<file path="config.mk">
export PLATFORM = sky130hd
export DESIGN_NAME = alu_issue_ctrl
export DESIGN_NICKNAME = d
export VERILOG_FILES = /design/src/rtl/alu_pkg.sv /design/src/rtl/alu_issue_ctrl_flag_reg.sv /design/src/rtl/alu_issue_ctrl.sv
export SDC_FILE = /design/constraint.sdc
export NUM_CORES = 1
export LEC_CHECK = 0
export ABC_AREA = 1
export ABC_CLOCK_PERIOD_IN_PS = 4900
export BUFFER_PORTS_ARGS = -buffer_cell sky130_fd_sc_hd__buf_2
export CAP_MARGIN = 20
export CORE_MARGIN = 8
export CORE_UTILIZATION = 44
export CTS_CLUSTER_SIZE = 25
export DETAILED_ROUTE_END_ITERATION = 6
export PLACE_DENSITY = 0.76
export SYNTH_ARGS = -nofsm -noshare
export SYNTH_HDL_FRONTEND = slang
export SYNTH_SLANG_ARGS = --single-unit
</file>
<file path="constraint.sdc">
create_clock -name clk -period 4.9 [get_ports clk]
set_clock_uncertainty 0.2 [all_clocks]
set_input_delay 0.735 -clock clk [delete_from_list [all_inputs] [get_ports clk]]
set_output_delay 0.735 -clock clk [all_outputs]
set_load 0.005 [all_outputs]
</file>
<file path="src/rtl/alu_pkg.sv">
// Shared types and opcode helpers for the ALU issue controller.
// Holds FSM state encoding, ARM data-processing opcodes and ALU opcode map.
package alu_pkg;

    typedef enum logic [1:0] {
        IDLE,
        RD,
        EX,
        WB
    } state_e;

    localparam logic [3:0] OP_AND = 4'b0000;
    localparam logic [3:0] OP_SUB = 4'b0010;
    localparam logic [3:0] OP_ADD = 4'b0100;
    localparam logic [3:0] OP_ADC = 4'b0101;
    localparam logic [3:0] OP_CMP = 4'b1010;

    // True for the data-processing ops this block can issue
    function automatic logic op_legal(input logic [3:0] op);
        logic ok;
        ok = 1'b0;
        case (op)
            OP_AND, OP_SUB, OP_ADD,
            OP_ADC, OP_CMP: ok = 1'b1;
            default:        ok = 1'b0;
        endcase
        return ok;
    endfunction

    // ARM op to ALU opcode: ADC reuses ADD with cin, CMP reuses SUB
    function automatic logic [3:0] alu_opcode_map(input logic [3:0] op);
        logic [3:0] code;
        code = 4'b0000;
        case (op)
            OP_ADD, OP_ADC: code = 4'b0100;
            OP_SUB, OP_CMP: code = 4'b0010;
            default:        code = 4'b0000;
        endcase
        return code;
    endfunction

endpackage

</file>
<file path="src/rtl/alu_issue_ctrl_flag_reg.sv">
// NZC architectural flag register.
// Loads all three flags together when load is high.
module alu_flag_reg (
    input  logic clk,
    input  logic rst,
    input  logic load,
    input  logic n_in,
    input  logic z_in,
    input  logic c_in,
    output logic n,
    output logic z,
    output logic c
);

    // Flag storage, cleared by reset, updated on retire
    always_ff @(posedge clk or posedge rst) begin
        if (rst) begin
            n <= 1'b0;
            z <= 1'b0;
            c <= 1'b0;
        end else if (load) begin
            n <= n_in;
            z <= z_in;
            c <= c_in;
        end
    end

endmodule

</file>
<file path="src/rtl/alu_issue_ctrl.sv">
// Multi-cycle issue controller for the 32-bit ALU.
// Walks IDLE->RD->EX->WB per command: read RF, run ALU, write back, set NZC.
module alu_issue_ctrl
    import alu_pkg::*;
#(
    parameter int DATA_W = 32,
    parameter int REG_AW = 4
) (
    input  logic              clk,
    input  logic              rst,
    input  logic              cmd_valid,
    output logic              cmd_ready,
    input  logic [3:0]        cmd_op,
    input  logic              cmd_s,
    input  logic [REG_AW-1:0] cmd_rd,
    input  logic [REG_AW-1:0] cmd_rn,
    input  logic [REG_AW-1:0] cmd_rm,
    input  logic              cmd_use_imm,
    input  logic [DATA_W-1:0] cmd_imm,
    output logic [REG_AW-1:0] rf_ra,
    output logic [REG_AW-1:0] rf_rb,
    input  logic [DATA_W-1:0] rf_da,
    input  logic [DATA_W-1:0] rf_db,
    output logic              rf_we,
    output logic [REG_AW-1:0] rf_wa,
    output logic [DATA_W-1:0] rf_wd,
    output logic [DATA_W-1:0] alu_a,
    output logic [DATA_W-1:0] alu_b,
    output logic [3:0]        alu_op,
    output logic              alu_cin,
    input  logic [DATA_W-1:0] alu_res,
    input  logic              alu_cout,
    input  logic              alu_zero,
    output logic              flag_n,
    output logic              flag_z,
    output logic              flag_c,
    output logic              done,
    output logic              err
);

    state_e state;
    state_e state_nxt;

    logic [3:0]        op_q;
    logic              s_q;
    logic              use_imm_q;
    logic [REG_AW-1:0] rd_q;
    logic [REG_AW-1:0] rn_q;
    logic [REG_AW-1:0] rm_q;
    logic [DATA_W-1:0] imm_q;
    logic [DATA_W-1:0] opa_q;
    logic [DATA_W-1:0] opb_q;
    logic [DATA_W-1:0] res_q;
    logic              c_q;
    logic              z_q;

    logic legal;
    logic is_cmp;
    logic flag_load;
    logic c_new;

    assign legal  = op_legal(op_q);
    assign is_cmp = (op_q == OP_CMP);
    // AND never produces a carry, whatever the ALU reports
    assign c_new  = (op_q == OP_AND) ? 1'b0 : c_q;

    // FSM state register
    always_ff @(posedge clk or posedge rst) begin
        if (rst) state <= IDLE;
        else     state <= state_nxt;
    end

    // Next state and per-state drive of RF/ALU/retire signals
    always_comb begin
        state_nxt = state;
        cmd_ready = 1'b0;
        rf_ra     = '0;
        rf_rb     = '0;
        alu_a     = '0;
        alu_b     = '0;
        alu_op    = 4'b0000;
        alu_cin   = 1'b0;
        rf_we     = 1'b0;
        rf_wa     = '0;
        rf_wd     = '0;
        done      = 1'b0;
        err       = 1'b0;
        flag_load = 1'b0;
        case (state)
            IDLE: begin
                cmd_ready = 1'b1;
                if (cmd_valid) state_nxt = RD;
            end
            RD: begin
                rf_ra     = rn_q;
                rf_rb     = rm_q;
                state_nxt = EX;
            end
            EX: begin
                if (legal) begin
                    alu_a   = opa_q;
                    alu_b   = opb_q;
                    alu_op  = alu_opcode_map(op_q);
                    alu_cin = (op_q == OP_ADC) ? flag_c : 1'b0;
                end
                state_nxt = WB;
            end
            WB: begin
                done      = 1'b1;
                err       = !legal;
                rf_we     = legal && !is_cmp;
                rf_wa     = rd_q;
                rf_wd     = res_q;
                flag_load = legal && (s_q || is_cmp);
                state_nxt = IDLE;
            end
            default: state_nxt = IDLE;
        endcase
    end

    // Capture the command on handshake
    always_ff @(posedge clk or posedge rst) begin
        if (rst) begin
            op_q      <= 4'b0000;
            s_q       <= 1'b0;
            use_imm_q <= 1'b0;
            rd_q      <= '0;
            rn_q      <= '0;
            rm_q      <= '0;
            imm_q     <= '0;
        end else if (cmd_valid && cmd_ready) begin
            op_q      <= cmd_op;
            s_q       <= cmd_s;
            use_imm_q <= cmd_use_imm;
            rd_q      <= cmd_rd;
            rn_q      <= cmd_rn;
            rm_q      <= cmd_rm;
            imm_q     <= cmd_imm;
        end
    end

    // Latch operands at the end of RD
    always_ff @(posedge clk or posedge rst) begin
        if (rst) begin
            opa_q <= '0;
            opb_q <= '0;
        end else if (state == RD) begin
            opa_q <= rf_da;
            opb_q <= use_imm_q ? imm_q : rf_db;
        end
    end

    // Latch ALU result and status at the end of EX
    always_ff @(posedge clk or posedge rst) begin
        if (rst) begin
            res_q <= '0;
            c_q   <= 1'b0;
            z_q   <= 1'b0;
        end else if (state == EX) begin
            res_q <= alu_res;
            c_q   <= alu_cout;
            z_q   <= alu_zero;
        end
    end

    alu_flag_reg u_flags (
        .clk  (clk),
        .rst  (rst),
        .load (flag_load),
        .n_in (res_q[DATA_W-1]),
        .z_in (z_q),
        .c_in (c_new),
        .n    (flag_n),
        .z    (flag_z),
        .c    (flag_c)
    );

endmodule

</file>
==> summary.md, run 1 <==
| Metric | Value |
|---|---|
| Final Max Slew Viols | 0 |
| Count of cell types in the netlist | 25 |
| Most frequent cells after synthesis | nand2_1, dfrtp_1, inv_1, nor2_1, o21ai_0 |
| Mapped Avg Cell Area | about 9 um2 |
| RSZ-0062 raised after global routing | false |
| Hold Crit Class | input pin to asynchronous set/reset pin |
| Max frequency | around 310 MHz |
| Cts bufs inserted | 17 |
| Top cell type's share of synthesized area | 0.551 |
| Largest net degree at the start of global routing | 89 |
| Async SR Flop Fraction | 1.00 |
| Syn Std Cell Area | 0.00695 mm2 |
| Hold Vio Cnt, Final | 0 |
| Vias in the first global route | approximately 5800 |
| Setup ws final | between 1.5 and 2 ns |
| 1st-iter DRT viols | 231 |
| Drt wl/cell | about 15 um |
| TritonRoute pass-1 iters | 5 |
| Sequential share of power | 0.390 |
| Grt ovf | 0 |
| Worst R2R Path Depth | 5 |
| Status | completed |
| Die area | around 0.020 mm2 |
| CP startpoint kind | flop |
| Int Power | 3.57 mW |
| Sequential area share after synthesis | 0.551 |
| Worst Path Arrival | roughly 2.3 ns |
| Switching Share | 0.360 |
| CP required | approximately 4 ns |
| Top post-synthesis cells by area | dfrtp_1, nand2_1, mux2_2, inv_1, o21ai_0 |
| Ports | approximately 270 |
| Period minus WS final | 3.24 ns |
| DRC errors left | 0 |
| Initial core utilization | 0.444 |
| Vias | between 5000 and 6000 |
| Post-place setup slack | 2.05 ns |
| First-pass GRT wire length | between 30000 and 40000 um |
| Most frequently used cell type in the post-synthesis netlist | nand2_1 |
| Number of clock sinks | ~150 |
| Critical path fanouts, max | between 60 and 70 |
| Initial antenna violation count | 3 |
| Combinational fraction of design power | 0.372 |
| H-tree depth | 4 |
| Setup TNS | 0 ns |
| Area delta synth->final | 29.9% |
| Pwr Total | 5.59 mW |
| FP Rows | 46 |
| Total GRT Usage | 0.190 |
| Yosys synthesis warning count | 0 |
| Die Y | roughly 140 um |
| Vias/cell | between 4 and 5 |
| Root buf cell | clkbuf_16 |
| Relative slew slack | 0.557 |
| Critical path class | flop to output port |
| Die Width | 142 um |
| Tightest Pin Transition | around 0.66 ns |
| Clock tree from TritonCTS | yes |
| Antenna-violating nets left | 0 |
| Top FF cell, synth | dfrtp_1 |
| Syn Inst Count | a little under 800 |
| Total Routed Length | about 19000 um |
| Final period util | 0.661 |
| P_sw | ~2.0 mW |
| Yosys top cell by area | dfrtp_1 |
| Hold_ws | around 0.028 ns |
| Core ar. | ~0.016 mm2 |
| Crit. End Element | output port |
| Placer Congestion | about 0.88 |
| EDFF count, synth | 0 |
| Pwr dens | around 620 mW/mm2 |
| Share of post-route cells with drive strength above 1 | 0.375 |
| Leak | about 5.1 nW |
| CTS max path bufs | 2 |
| Clock Latency Late Sink | roughly 0.42 ns |
| Worst-path clk slew | ~0.060 ns |
| Post-CTS Setup Inserts | 0 |
| Buffers on Ports | around 270 |
| Clk pwr share | 0.239 |
| Antenna cells | 0 |
| Peak supply drop | roughly 300 uV |
| Flop and latch count out of synthesis | 153 |
| Endpoints failing setup | 0 |
| # hold bufs at CTS | 0 |
| # Max-Cap Violations | 0 |
| Final Net Count | about 1200 |
| Post-DP HPWL | 13700 um |
| Resize count post-CTS | 0 |
==> power groups by stage <==
stage          Clock [mW]  Combinational, mW  Sequential, mW
5_1_grt              1.42               2.38            2.25
6_report             1.33               2.08            2.18
4_1_cts              1.37               2.08            2.20
3_3_place_gp            0               2.00            2.18
2_1_floorplan           0               1.54            2.10
3_5_place_dp            0               2.07            2.21
==> metal layers <==
metal  GRT usage  vias up  part of all wire
met1       0.229     2744              0.41
met3      0.0773       20              0.11
met2       0.304      236              0.46
met4      0.0582        6             0.011
li1            -     2896                 -
met5           0        -            0.0020
==> logic make-up after synthesis <==
family,count (synthesis),share of synthesized area
compound gates,106,0.0829
fa+ha+maj,4,0.00720
buf+inv,166,0.104
flops,153,0.551
mux,45,0.0729
other cells,1,0.000539
simple gates,306,0.182
==> area by class of cell <==
cell class	count	area [um2]
Clock buffer	21	480
Multi-Input combinational cell	463	2420
Inverter	120	454
Sequential cell	153	3830
Clock inverter	8	120
Timing Repair Buffer	279	1460
Fill cell	1403	6620
Tap cell	216	270
==> stage by stage <==
stage          cells   util  instance area, um2
2_1_floorplan    782      -                6960
3_3_place_gp    1228  0.536                8390
3_5_place_dp    1228  0.536                8390
4_1_cts         1257  0.574                8990
5_1_grt         1260  0.577                9030
6_report        1260  0.577                9030
==> worst paths after layout <==
| path | startpoint | end | slack (ns) |
|---|---|---|---|
| worst max-delay path | state[0] | alu_b[3] | 1.66 |
| min in group clk | res_q[15] | res_q[15] | 0.27 |
| worst max register to register | state[0] | rd_q[0] | 2.40 |
| max in group asynchronous | rst | opa_q[13] | 3.52 |
| worst min-delay path | rst | res_q[22] | 0.03 |
| worst min register to register | res_q[15] | res_q[15] | 0.27 |
==> critical path, stage by stage (launching register included) <==
cell,delay [ns]
dfrtp_1,0.43
inv_1,0.12
ha_1,0.16
buf_4,0.37
nand2_8,0.34
nor2_1,0.22
buf_2,0.14
==> placed cells by master (no fill, tap or decap), drive strengths merged <==
| cell type | count |
|---|---|
| buf | 279 |
| nand2 | 190 |
| dfrtp | 153 |
| inv | 119 |
| nor2 | 111 |
| o21ai | 66 |
| mux2 | 45 |
| o22ai | 32 |
| clkbuf | 21 |
| a21oi | 7 |
| ha | 4 |
| clkinvlp | 3 |
| nand4 | 3 |
| bufinv | 3 |
| clkinv | 3 |
| conb | 2 |
| and3 | 1 |
| nand3 | 1 |
| a22oi | 1 |
==> sequential cells by signal (all words and copies together) (netlist names), 2 cells and up <==
register and count:
res_q 32, opb_q 32, op_q 4, rm_q 4, state 2, opa_q 32
imm_q 32, rn_q 4, rd_q 4
No activity file was read; power rests on OpenSTA's default activity.
==> run 2: changes to the inputs <==
--- a/config.mk
+++ b/config.mk
@@ -6,14 +6,14 @@
 export NUM_CORES = 1
 export LEC_CHECK = 0
 export ABC_AREA = 1
-export ABC_CLOCK_PERIOD_IN_PS = 4900
+export ABC_CLOCK_PERIOD_IN_PS = 3100
 export BUFFER_PORTS_ARGS = -buffer_cell sky130_fd_sc_hd__buf_2
 export CAP_MARGIN = 20
 export CORE_MARGIN = 8
-export CORE_UTILIZATION = 44
+export CORE_UTILIZATION = 49
 export CTS_CLUSTER_SIZE = 25
 export DETAILED_ROUTE_END_ITERATION = 6
-export PLACE_DENSITY = 0.76
+export PLACE_DENSITY = 0.8
 export SYNTH_ARGS = -nofsm -noshare
 export SYNTH_HDL_FRONTEND = slang
 export SYNTH_SLANG_ARGS = --single-unit
==> constraint.sdc (replaced) <==
create_clock -name clk -period 3.1 [get_ports clk]
set_clock_uncertainty 0.2 [all_clocks]
set_input_delay 0.465 -clock clk [delete_from_list [all_inputs] [get_ports clk]]
set_output_delay 0.465 -clock clk [all_outputs]
set_load 0.005 [all_outputs]
==> run 2 against run 1 <==
Effect of this change:
- cell count decreased by 2.6%
- setup slack lost 1.4 ns
- routed wire length shrank 2.2%
- non-clock buffer count stayed put
- largest cell class unchanged
- utilization is 7.2 points higher
- count of clock-buffer cells in the layout increased by 1
- sequential cell count is the same
- via count is 0.39% lower
- sequential share of layout area is 0.13 points higher
- combinational power up 61%
- critical path depth decreased by 1
==> summary.md, run 2 (synthesized netlist as in run 1, its figures left out) <==
| Metric | Value |
|---|---|
| Final Net Count | 1189 (unchanged) |
| Critical path fanouts, max | 64 (unchanged) |
| Root buf cell | clkbuf_16 |
| Commonest non-fill, non-tap cells in the layout | buf_2, nand2_1, dfrtp_1, inv_1, nor2_1 |
| Min-Delay Startpoint | alu_res[8] |
| Initial core utilization | 0.501 (+0.0568) |
| # Max-Cap Violations | 0 (unchanged) |
| Total GRT Usage | 0.203 (+0.0136) |
| Post-CTS Setup Inserts | 0 (unchanged) |
| Grt ovf | 0 (unchanged) |
| CP startpoint kind | flop |
| FP Rows | 43 (-6.5%) |
| CP required | 2.43 ns (-1.53 ns) |
| H-tree depth | 4 (unchanged) |
| Placer Congestion | 0.842 (-4.8%) |
| Critical path startpoint | state[0] |
| Buffers on Ports | 268 (unchanged) |
| Final Max Slew Viols | 0 (unchanged) |
| Worst-path clk slew | 0.06 ns (about the same) |
| Worst Path Arrival | 2.21 ns (-0.09 ns) |
| Worst R2R Start | state[0] |
| Final-layout fill cell count | 1161 (-17%) |
| Area delta synth->final | 29.5% |
| Hold_ws | 0.0426 ns (+0.0146 ns) |
| Pwr dens | 987 mW/mm2 (+60%) |
| Tightest Pin Transition | 0.629 ns (-0.0356 ns) |
| Total Routed Length | 18700 um (-2.2%) |
| RSZ-0062 raised after global routing | false |
| Reg2reg setup slack | 1.04 ns (-1.36 ns) |
| Dpl cell area | 0.00838 mm2 (about the same) |
| Share of post-route cells with drive strength above 1 | 0.374 (-0.00108) |
| Fin cells | 1227 (-2.6%) |
| Post-DP HPWL | 13500 um (-1.5%) |
| Ports | 271 (unchanged) |
| 1st-iter DRT viols | 304 (+32%) |
| Relative slew slack | 0.580 (+0.0232) |
| # hold bufs at CTS | 1 (+1) |
| CTS max path bufs | 2 (unchanged) |
| Period minus WS final | 2.88 ns |
| Core ar. | 0.0139 mm2 (-11%) |
| Max frequency | between 300 and 400 MHz |
| Number of clock sinks | 153 (unchanged) |
| Clock Latency Late Sink | 0.41 ns (about the same) |
| Final period util | 0.928 |
| TritonRoute pass-1 iters | 7 (+2) |
| Die area | 0.0183 mm2 (-9.1%) |
| Die Width | 135 um (-4.6%) |
| Largest net degree at the start of global routing | 99 (+11%) |
| Placed Instances | 1194 (-2.8%) |
| Pwr Total | 8.89 mW (+59%) |
| Peak supply drop | 483 uV (+60%) |
| First-pass GRT wire length | 29500 um (-1.9%) |
| Antenna-violating nets left | 0 (unchanged) |
| Hold Crit Class | input pin to flop |
| Endpoints failing setup | 0 (unchanged) |
| Critical path class | flop to output port |
| Vias/cell | 4.79 (+2.3%) |
| Hold Vio Cnt, Final | 0 (unchanged) |
| Setup TNS | 0 ns (unchanged) |
| Most common cell after layout, fill and taps aside | buf_2 |
| Antenna cells | 0 (unchanged) |
| Vias | 5879 (-0.39%) |
| Leak | 5.12 nW (about the same) |
| Initial antenna violation count | 1 (-2) |
| Cts bufs inserted | 17 (unchanged) |
| Vias in the first global route | 5962 (+2.2%) |
| Die Y | 135 um (-4.6%) |
| Resize count post-CTS | 0 (unchanged) |
| Clock tree from TritonCTS | yes |
| Post-route cell area | 0.00901 mm2 (-0.30%) |
| DRC errors left | 0 (unchanged) |
| Drt wl/cell | 15.2 um (+0.43%) |
| Sequential Area | 0.00383 mm2 (unchanged) |
| Area of the multi-input gates | 0.00242 mm2 (unchanged) |
| Status | completed |
| Crit. End Element | output port |
==> run 2: cell count changes in the layout (fill, tap and decap cells not counted), sizes merged <==
cell	previous run	this run
buf	279	278
clkbuf	21	22
clkinv	3	2
clkinvlp	3	4
dlygate4sd3	0	1
inv	119	121
==> run 2: final cells by class <==
class | instances | share of cell area
clock buffer | 22 | 0.0527
clock inverter | 10 | 0.0156
inverter | 120 | 0.0504
multi-input combinational | 463 | 0.269
sequential | 153 | 0.425
tap | 180 | 0.0250
timing repair buffer | 279 | 0.163
==> run 2: path summary, 6_finish.rpt <==
| kind | to | depth (start not counted) |
|---|---|---|
| min reg2reg | res_q[24] | 2 |
| max in group asynchronous | opb_q[28] | 4 |
| max reg2reg | imm_q[18] | 5 |
| max | alu_a[17] | 5 |
| min in group asynchronous | res_q[28] | 3 |
| min | res_q[8] | 3 |
==> run 2: per-layer routing <==
| layer | routed length [um] | GRT usage | vias to the layer above |
|---|---|---|---|
| li1 | - | - | 2902 |
| met1 | 7180 | 0.228 | 2732 |
| met2 | 9080 | 0.343 | 227 |
| met3 | 2210 | 0.0883 | 16 |
| met4 | 186 | 0.0605 | 2 |
| met5 | 13 | 0 | - |
==> run 2: where the power goes <==
group / internal [mW] / total [mW] / leakage (nW) / switching, mW
Combinational: 1.33 / 3.34 / 2.97 / 2.01
Clock: 1.33 / 2.13 / 0.293 / 0.799
Sequential: 2.99 / 3.41 / 1.86 / 0.421
==> run 2: worst max-delay path, stage by stage, from the launching register on <==
cell	delay (ns)
dfrtp_1	0.42
inv_1	0.12
ha_1	0.48
nand2_8	0.35
nor2_1	0.22
buf_2	0.14
==> run 2: metrics by stage <==
| step | util | setup slack, ns |
|---|---|---|
| 4_1_cts | 0.649 | 0.203 |
| 2_1_floorplan | - | 0.504 |
| 5_1_grt | 0.649 | 0.0313 |
| 6_report | 0.649 | 0.223 |
| 3_5_place_dp | 0.604 | 0.667 |
| 3_3_place_gp | 0.604 | 0.746 |
==> run 3: changes to the inputs <==
--- a/config.mk
+++ b/config.mk
@@ -6,14 +6,13 @@
 export NUM_CORES = 1
 export LEC_CHECK = 0
 export ABC_AREA = 1
-export ABC_CLOCK_PERIOD_IN_PS = 3100
 export BUFFER_PORTS_ARGS = -buffer_cell sky130_fd_sc_hd__buf_2
 export CAP_MARGIN = 20
 export CORE_MARGIN = 8
-export CORE_UTILIZATION = 49
+export CORE_UTILIZATION = 44
 export CTS_CLUSTER_SIZE = 25
 export DETAILED_ROUTE_END_ITERATION = 6
-export PLACE_DENSITY = 0.8
+export PLACE_DENSITY_LB_ADDON = 0.15
 export SYNTH_ARGS = -nofsm -noshare
 export SYNTH_HDL_FRONTEND = slang
 export SYNTH_SLANG_ARGS = --single-unit
==> constraint.sdc (replaced) <==
create_clock -name clk -period 2.4 [get_ports clk]
set_clock_uncertainty 0.2 [all_clocks]
set_input_delay 0.36 -clock clk [delete_from_list [all_inputs] [get_ports clk]]
set_output_delay 0.36 -clock clk [all_outputs]
set_load 0.005 [all_outputs]
==> run 3 against run 2 <==
Effect of this change:
- critical path depth grew 3
- routed wire length grew 16%
- design area grew 16%
- sequential share of layout area shrank 6.0 points
- first-iteration DRC count grew 4.3%
- clock power grew 30%
- cell count grew 14%
- register-to-register slack lost 0.57 ns
- combinational power grew 48%
- die area grew 10%
- non-clock buffer count grew 136
- global-route usage grew 1.1 points
- largest cell class unchanged
==> summary.md, run 3 (synthesized netlist as in run 1, its figures left out) <==
| Metric | Value |
|---|---|
| Placer Congestion | 0.824 (-2.2%) |
| Vias in the first global route | 6736 (+13%) |
| Vias/cell | 4.62 (-3.6%) |
| Largest net degree at the start of global routing | 96 (-3.0%) |
| Crit. End Element | output port |
| Status | completed |
| Core ar. | 0.0157 mm2 (+13%) |
| Initial core utilization | 0.444 (-0.0568) |
| Clk pwr share | 0.229 (-0.011) |
| Post-DP HPWL | 13400 um (-0.37%) |
| Switching Share | 0.364 (+0.000560) |
| H-tree depth | 4 (unchanged) |
| Die area | 0.0201 mm2 (+10%) |
| CTS max path bufs | 2 (unchanged) |
| # Max-Cap Violations | 0 (unchanged) |
| Tightest Pin Transition | 0.534 ns (-0.0946 ns) |
| Vias | 6466 (+10%) |
| Critical Path, Cell by Cell | nor2_2 -> o21ai_2 -> nand2_4 -> buf_12 -> nand2_4 -> buf_4 -> nor2_2 -> buf_2 |
| DRC errors left | 0 (unchanged) |
| Final Net Count | 1327 (+12%) |
| FP Rows | 46 (+7.0%) |
| Sequential share of power | 0.363 (-0.021) |
| Most common cell after layout, fill and taps aside | buf_2 |
| Share of post-route cells with drive strength above 1 | 0.353 (-0.0211) |
| Total Routed Length | 21600 um (+16%) |
| Drt wl/cell | 15.4 um (+1.4%) |
| Leak | 5.73 nW (+12%) |
| Die Y | 142 um (+4.9%) |
| Hold_ws | 0.0200 ns (-0.0226 ns) |
| Post-place setup slack | 0.263 ns (-0.404 ns) |
| Period minus WS final | between 2 and 2.5 ns |
| Placed Instances | 1237 (+3.6%) |
| First-pass GRT wire length | 34100 um (+16%) |
| Clock tree from TritonCTS | yes |
| Grt ovf | 0 (unchanged) |
| Pwr dens | 1160 mW/mm2 (+17%) |
| Dpl cell area | 0.00849 mm2 (+1.3%) |
| Number of clock sinks | 153 (unchanged) |
| TritonRoute pass-1 iters | 5 (-2) |
| Final period util | 0.981 |
| Hold Crit Class | input pin to flop |
| Fin cells | 1400 (+14%) |
| CP startpoint kind | flop |
| Commonest non-fill, non-tap cells in the layout | buf_2, nand2_1, dfrtp_1, inv_1, dlygate4sd3_1 |
| Combinational fraction of design power | 0.408 (+0.032) |
| Endpoints failing setup | 0 (unchanged) |
| Peak supply drop | 693 uV (+44%) |
| Critical path class | flop to output port |
| P_sw | 4.41 mW (+37%) |
| Root buf cell | clkbuf_16 |
| Antenna-violating nets left | 0 (unchanged) |
| Setup ws final | 0.0466 ns (-0.177 ns) |
| 1st-iter DRT viols | 317 (+4.3%) |
| CP required | 1.84 ns (-0.59 ns) |
| Worst-path clk slew | 0.06 ns (about the same) |
| Critical path fanouts, max | 7 (-89%) |
| RSZ-0062 raised after global routing | true |
| Cts bufs inserted | 17 (unchanged) |
| Worst Path Arrival | 1.79 ns (-0.42 ns) |
| Critical path's slowest cell | dfrtp_1 |
| Max frequency | 425 MHz |
| Final Max Slew Viols | 0 (unchanged) |
| Post-route cell area | 0.0105 mm2 (+16%) |
| Hold Vio Cnt, Final | 0 (unchanged) |
| Clock Latency Late Sink | 0.42 ns (about the same) |
| Total GRT Usage | 0.214 (+0.0111) |
| Ports | 271 (unchanged) |
| Area delta synth->final | 50.9% |
| CP peak stage delay | 0.41 ns (-0.07 ns) |
| Die Width | 142 um (+4.9%) |
| Int Power | 7.72 mW (+36%) |
| Buffers on Ports | 268 (unchanged) |
| Initial antenna violation count | 0 (-1) |
| Relative slew slack | 0.644 (+0.0635) |
## run 3: changes by cell type in the layout (fill, tap and decap cells not counted), sizes merged
| cell | delta |
|---|---|
| dlygate4sd3 | +116 |
| buf | +19 |
| clkbuf | -3 |
| clkinv | +2 |
| inv | -2 |
| nand2 | +2 |
| bufinv | +1 |
| clkinvlp | +1 |
| diode | +1 |
## run 3: path summary, 6_finish.rpt
path	from	slack (ns)	cells past startpoint	end
worst max-delay path	op_q[1]	0.05	8	alu_b[24]
worst min-delay path	cmd_op[1]	0.02	3	op_q[1]
worst max register to register	state[0]	0.47	5	op_q[2]
worst min register to register	res_q[23]	0.27	2	res_q[23]
max in group asynchronous	rst	1.11	4	opa_q[28]
min in group asynchronous	rst	0.40	4	op_q[0]
## run 3: power by group through the flow
stage          combinational (mW)  clock [mW]  sequential (mW)
6_report                     4.95        2.77             4.41
5_1_grt                      5.61        2.93             4.55
3_5_place_dp                 4.44           0             4.42
4_1_cts                      4.75        2.83             4.39
3_3_place_gp                 4.36           0             4.38
2_1_floorplan                3.14           0             4.30
## run 3: critical path, delay by kind of cell (launching register included)
kind,cells,cell delay [ns]
flops,1,0.41
buf+inv,3,0.39
compound gates,1,0.10
simple gates,4,0.47
## run 3: area by class of cell
cell class	count	area [um2]
sequential	153	3830
multi-input combinational	465	2470
clock buffer	18	429
fill	1309	5160
clock inverter	12	178
timing repair buffer	415	2850
tap	216	270
antenna	1	2.50
inverter	120	454
## run 3: stage by stage
step / utilization / setup TNS, ns / total power, mW
3_5_place_dp: 0.542 / 0 / 8.85
5_1_grt: 0.670 / -0.113 / 13.1
6_report: 0.670 / 0 / 12.1
4_1_cts: 0.661 / 0 / 12.0
3_3_place_gp: 0.542 / 0 / 8.74
2_1_floorplan: - / -13.91 / 7.44
## run 3: metal layers
| metal | vias to the layer above | GRT usage | wire length [um] |
|---|---|---|---|
| met3 | 40 | 0.0655 | 1690 |
| met2 | 219 | 0.362 | 10400 |
| met4 | 0 | 0.0803 | 455 |
| met5 | - | 0 | 0 |
| met1 | 3023 | 0.252 | 9010 |
| li1 | 3184 | - | - |
## run 3: what timing repair did
| action | CTS | global route |
|---|---|---|
| endpoints found under the hold margin | 269 | 0 |
| pin swaps | 3 | 2 |
| resized for setup | 2 | 7 |
| buffers inserted | 3 | 9 |
| hold buffers | 117 | 0 |
| gates cloned | 1 | 2 |
| setup endpoints to repair | 59 | 61 |
